===== config.mk =====
export PLATFORM = sky130hd
export DESIGN_NAME = fifo_wr_arb
export DESIGN_NICKNAME = d
export VERILOG_FILES = /design/src/rtl/fifo_arb_pkg.sv /design/src/rtl/rr_pick.sv /design/src/rtl/fifo_wr_arb.sv
export SDC_FILE = /design/constraint.sdc
export NUM_CORES = 1
export LEC_CHECK = 0
export ABC_CLOCK_PERIOD_IN_PS = 3300
export CORE_AREA = 3 3 71 73
export CTS_CLUSTER_SIZE = 28
export DETAILED_ROUTE_END_ITERATION = 16
export DIE_AREA = 0 0 74 76
export DONT_BUFFER_PORTS = 1
export GPL_TIMING_DRIVEN = 1
export PLACE_DENSITY = 0.73
export SETUP_SLACK_MARGIN = 0.3
export SLEW_MARGIN = 20
export SYNTH_ARGS = -nofsm -noshare
export SYNTH_HDL_FRONTEND = slang
export SYNTH_SLANG_ARGS = --single-unit

===== constraint.sdc =====
create_clock -name wclk -period 3.3 [get_ports wclk]
set_input_delay 0.99 -clock wclk [delete_from_list [all_inputs] [get_ports wclk]]
set_output_delay 0.99 -clock wclk [all_outputs]
set_load 0.05 [all_outputs]

===== src/rtl/fifo_arb_pkg.sv =====
// Shared types and constants for the FIFO write-side arbiter.
package fifo_arb_pkg;

  typedef enum logic {
    IDLE = 1'b0,
    XFER = 1'b1
  } state_t;

  localparam int BURST_MAX_DEF = 8;
  localparam int BEAT_W        = 8;

  // Width of a requester index; a single requester still needs one bit.
  function automatic int idx_w(input int n);
    return (n > 1) ? $clog2(n) : 1;
  endfunction

endpackage


===== src/rtl/rr_pick.sv =====
// Rotating-priority selector: first set request searching upward from rr_last+1.
module rr_pick
  import fifo_arb_pkg::*;
#(
  parameter int NREQ = 4,
  parameter int IW   = idx_w(NREQ)
) (
  input  logic [NREQ-1:0] req,
  input  logic [IW-1:0]   rr_last,
  output logic [NREQ-1:0] pick,
  output logic [IW-1:0]   pick_idx
);

  logic [IW-1:0] idx;

  always_comb begin
    // NOTE: every output gets a default first so no path through this block infers a latch.
    pick     = '0;
    pick_idx = '0;
    idx      = '0;
    // Walk from the lowest priority to the highest; the last hit wins.
    for (int k = NREQ; k >= 1; k--) begin
      idx = IW'((int'(rr_last) + k) % NREQ);
      if (req[idx]) begin
        pick      = '0;
        pick[idx] = 1'b1;
        pick_idx  = idx;
      end
    end
  end

endmodule


===== src/rtl/fifo_wr_arb.sv =====
// Round-robin arbiter granting bursts of FIFO writes to one of NREQ requesters.
module fifo_wr_arb
  import fifo_arb_pkg::*;
#(
  parameter int DWIDTH    = 32,
  parameter int NREQ      = 4,
  parameter int BURST_MAX = BURST_MAX_DEF
) (
  input  logic                   wclk,
  input  logic                   wrst,
  input  logic [NREQ-1:0]        req,
  input  logic [NREQ*DWIDTH-1:0] req_data,
  input  logic                   wfull,
  output logic [NREQ-1:0]        gnt,
  output logic [NREQ-1:0]        ack,
  output logic                   fifowr,
  output logic [DWIDTH-1:0]      wdata,
  output logic [BEAT_W-1:0]      beat_cnt
);

  localparam int IW = idx_w(NREQ);

  state_t            state;
  logic [IW-1:0]     rr_last;
  logic [NREQ-1:0]   pick;
  logic [IW-1:0]     pick_idx;
  logic              own_req;
  logic              last_beat;
  logic [BEAT_W-1:0] beat_nxt;

  rr_pick #(
    .NREQ (NREQ),
    .IW   (IW)
  ) u_rr_pick (
    .req      (req),
    .rr_last  (rr_last),
    .pick     (pick),
    .pick_idx (pick_idx)
  );

  // rr_last doubles as the owner index while in XFER.
  assign own_req   = req[rr_last];
  assign fifowr    = (state == XFER) & own_req & ~wfull;
  assign ack       = fifowr ? gnt : '0;
  assign wdata     = (state == XFER) ? req_data[rr_last*DWIDTH +: DWIDTH] : '0;
  assign beat_nxt  = beat_cnt + 1'b1;
  assign last_beat = (beat_nxt == BEAT_W'(BURST_MAX));

  // NOTE: registers use <= so every branch sees the pre-edge values of state and counters.
  always_ff @(posedge wclk or posedge wrst) begin
    if (wrst) begin
      state    <= IDLE;
      gnt      <= '0;
      beat_cnt <= '0;
      rr_last  <= IW'(NREQ - 1);
    end else begin
      case (state)
        IDLE: begin
          if (|req) begin
            state    <= XFER;
            gnt      <= pick;
            rr_last  <= pick_idx;
            beat_cnt <= '0;
          end else begin
            gnt <= '0;
          end
        end
        XFER: begin
          if (!own_req) begin
            state <= IDLE;
            gnt   <= '0;
          end else if (fifowr) begin
            beat_cnt <= beat_nxt;
            if (last_beat) begin
              state <= IDLE;
              gnt   <= '0;
            end
          end
        end
        default: begin
          state <= IDLE;
          gnt   <= '0;
        end
      endcase
    end
  end

endmodule


==> metrics.txt <==
Initial Util=50.82%; ys async rst share=100.0%; clk_skew=0.003528 ns; vias in the first global route=2018; pin slew with the least headroom to its limit=0.7046 ns; LEAKAGE=1.069 nW; CTS root buf=clkbuf_8; WL final=7482 µm; Crit path required time=2.31 ns; worst r2r path cells=9; Comb power frac=83.6%; Post-synth top flop=dfrtp_1; min Tclk post-route=2.980 ns; initial antenna violation count=0; max frequency=335.5 MHz; RSZ-0062 raised after global routing=true; fill count=360; slowest cell on the critical path=dfstp_2; post-detail-place hpwl=6222 µm; num rows=24; count leader, synth=and2_1; CTS clk-pin slew, worst paths=0.06 ns; CP Launch Type=register; Synth top area share=32.12%; cell internal pwr=1.483 mW; Ports=184; synth cell count leaders=and2_1, mux4_2, dfrtp_1, nor2_1; Tcrit/Tclk final=90.32%; Clock power frac=4.4%; Synth Area per Inst=10.53 µm²; Power Dens Cells=1291 mW/mm²; Non-Filler Instances=283; GRT Residual Overflow=0; first-pass GRT wire length=11010 µm; mapped cell area=0.002243 mm²; Die X=74 µm; Pre-antenna DRT Iters=4; Hold Crit Class=in -> async; Max rail drop VDD=0.6091 mV; Levels on crit path=5; DRC=0; WP data arrival=1.99 ns; post-synthesis register bit count=15; Inserted Clock Buffers=3; Global Route Usage Sum=25.38%; critical path peak fanout=12; NetSw=1.965 mW; maxcap violations=0; cell taking the most area after synthesis=mux4_2; final core occ=60.52%; Crit path top cell by count=buf_12; FF/Latch Area=379.1 µm²; largest net degree at the start of global routing=26; die area=0.005624 mm²; sequential fraction of design power=12.0%; Via density=6.926; Synth Net Count=358; Num Clock Sinks=15; synth unique cells=49; Iter 0 DRT Violations=115; Mapped Cells=213; Synth warnings=0; routed via count=1960; n_diodes=0; Post-synth EDFFs=0; H-tree levels=1; status=complete, no violations; Top delay family on crit path=flip-flops; most area-consuming cells after synthesis=mux4_2, dfrtp_1, and2_1, ha_1, dfstp_2; height of the die=76 µm; port bufs=0; Antenna Nets Post-Route=0; switch share=56.99%; CTS tree=built; area grow syn2layout=19.07%; Avg WL per Cell=26.44 µm; Max Buffers Root-to-Sink=2; Final TNS setup=0 ns; delay of the slowest cell on the worst path=0.60 ns; Placed Cells=265; Final setup viols=0; Worst slew margin=53.03%; share of layout cells above drive strength 1=40.26%; Seq/Total Area, Yosys=16.84%; area of the multi-input gates=0.001818 mm²; Post-CTS Hold Buffers=0; buffer and inverter count on the worst path=3; Final nets=377; crit-path cells=buf_12, buf_4, mux4_2, and2_1, buf_12; final hold viol count=0; Slew Limit Fails=0; latest clock arrival within the worst-skew pair=0.25 ns; gp weighted congestion=0.8624; CORE AREA=0.004414 mm²; crit end category=output pin; critical path class=reg -> out
==> metal layers <==
layer	track usage [%]	part of all wire, %	up-vias
li1	-	-	868
met1	31.89	37	943
met2	43.09	51	135
met3	7.652	10	14
met4	4.167	1.6	0
met5	0	0	-
==> worst paths after layout <==
path,startpoint,endpoint,slack [ns]
worst max-delay path,rr_last[0]$_DFFE_PP1P_,wdata[30],0.32
worst min-delay path,wrst,gnt[3]$_DFFE_PP0P_,0.68
worst max register to register,rr_last[0]$_DFFE_PP1P_,gnt[3]$_DFFE_PP0P_,0.64
worst min register to register,rr_last[1]$_DFFE_PP1P_,rr_last[1]$_DFFE_PP1P_,0.75
max in group asynchronous,wrst,state$_DFF_PP0_,2.21
min in group wclk,rr_last[1]$_DFFE_PP1P_,rr_last[1]$_DFFE_PP1P_,0.75
==> sequential cells by signal, indices dropped and copies added, names as in the netlist <==
signal and cells:
beat_cnt 8, rr_last 2, state 1, gnt 4
==> through the flow <==
| step | cell area, µm² | hold slack (ns) | worst slack [ns] | total power, mW |
|---|---|---|---|---|
| 6_report | 2671 | 0.6820 | 0.3195 | 3.448 |
| 5_1_grt | 2671 | 0.7228 | 0.2589 | 3.632 |
| 4_1_cts | 2547 | 0.7037 | 0.2882 | 3.297 |
| 3_5_place_dp | 2481 | 0.6771 | 0.3091 | 3.116 |
| 3_3_place_gp | 2481 | 0.6735 | 0.3374 | 3.077 |
| 2_1_floorplan | 2296 | 0.7450 | 0.2104 | 2.584 |
==> power groups by stage <==
stage	combinational (mW)	clock (mW)	sequential, mW
global route	3.04	0.164	0.428
detailed placement	2.70	0	0.411
global placement	2.67	0	0.409
CTS	2.73	0.152	0.411
finish	2.88	0.151	0.414
floorplan	2.20	0	0.381
==> cell families after synthesis <==
group	count (synthesis)	synth area share, %
flip-flops	15	16.84
AO/OA/AOI/OAI	41	13.66
multiplexers	42	37.81
AND/OR/NAND/NOR	83	20.80
XOR/XNOR	3	1.171
adder cells (fa/ha/maj)	10	5.577
buffers and inverters	19	4.127
==> cells in the final DEF (no fill, tap or decap), types with 4 or more instances in the layout <==
| master | instances |
|---|---|
| o21ai_1 | 7 |
| and2_1 | 26 |
| a311oi_1 | 4 |
| buf_12 | 10 |
| dfrtp_1 | 12 |
| nand2_1 | 10 |
| a21oi_1 | 6 |
| and2_2 | 6 |
| nor2_1 | 13 |
| ha_1 | 10 |
| nand3_1 | 8 |
| o211ai_1 | 4 |
| mux4_2 | 32 |
| buf_4 | 18 |
| a221o_1 | 4 |
| and2_4 | 4 |
==> cell type report <==
cell class	count	area share [%]
inverter	4	0.6557
timing repair buffer	29	12.97
tap	52	2.436
multi-input combinational	179	68.06
sequential	15	14.19
clock buffer	4	1.686
==> timing repair <==
item | in CTS | in global routing
endpoints found under the setup margin | 5 | 19
pin swaps | 1 | 0
endpoints found under the hold margin | 0 | 0
setup buffers | 1 | 13
cloned | 0 | 0
resized for setup | 4 | 8
Power figures use the tool's default switching activity.
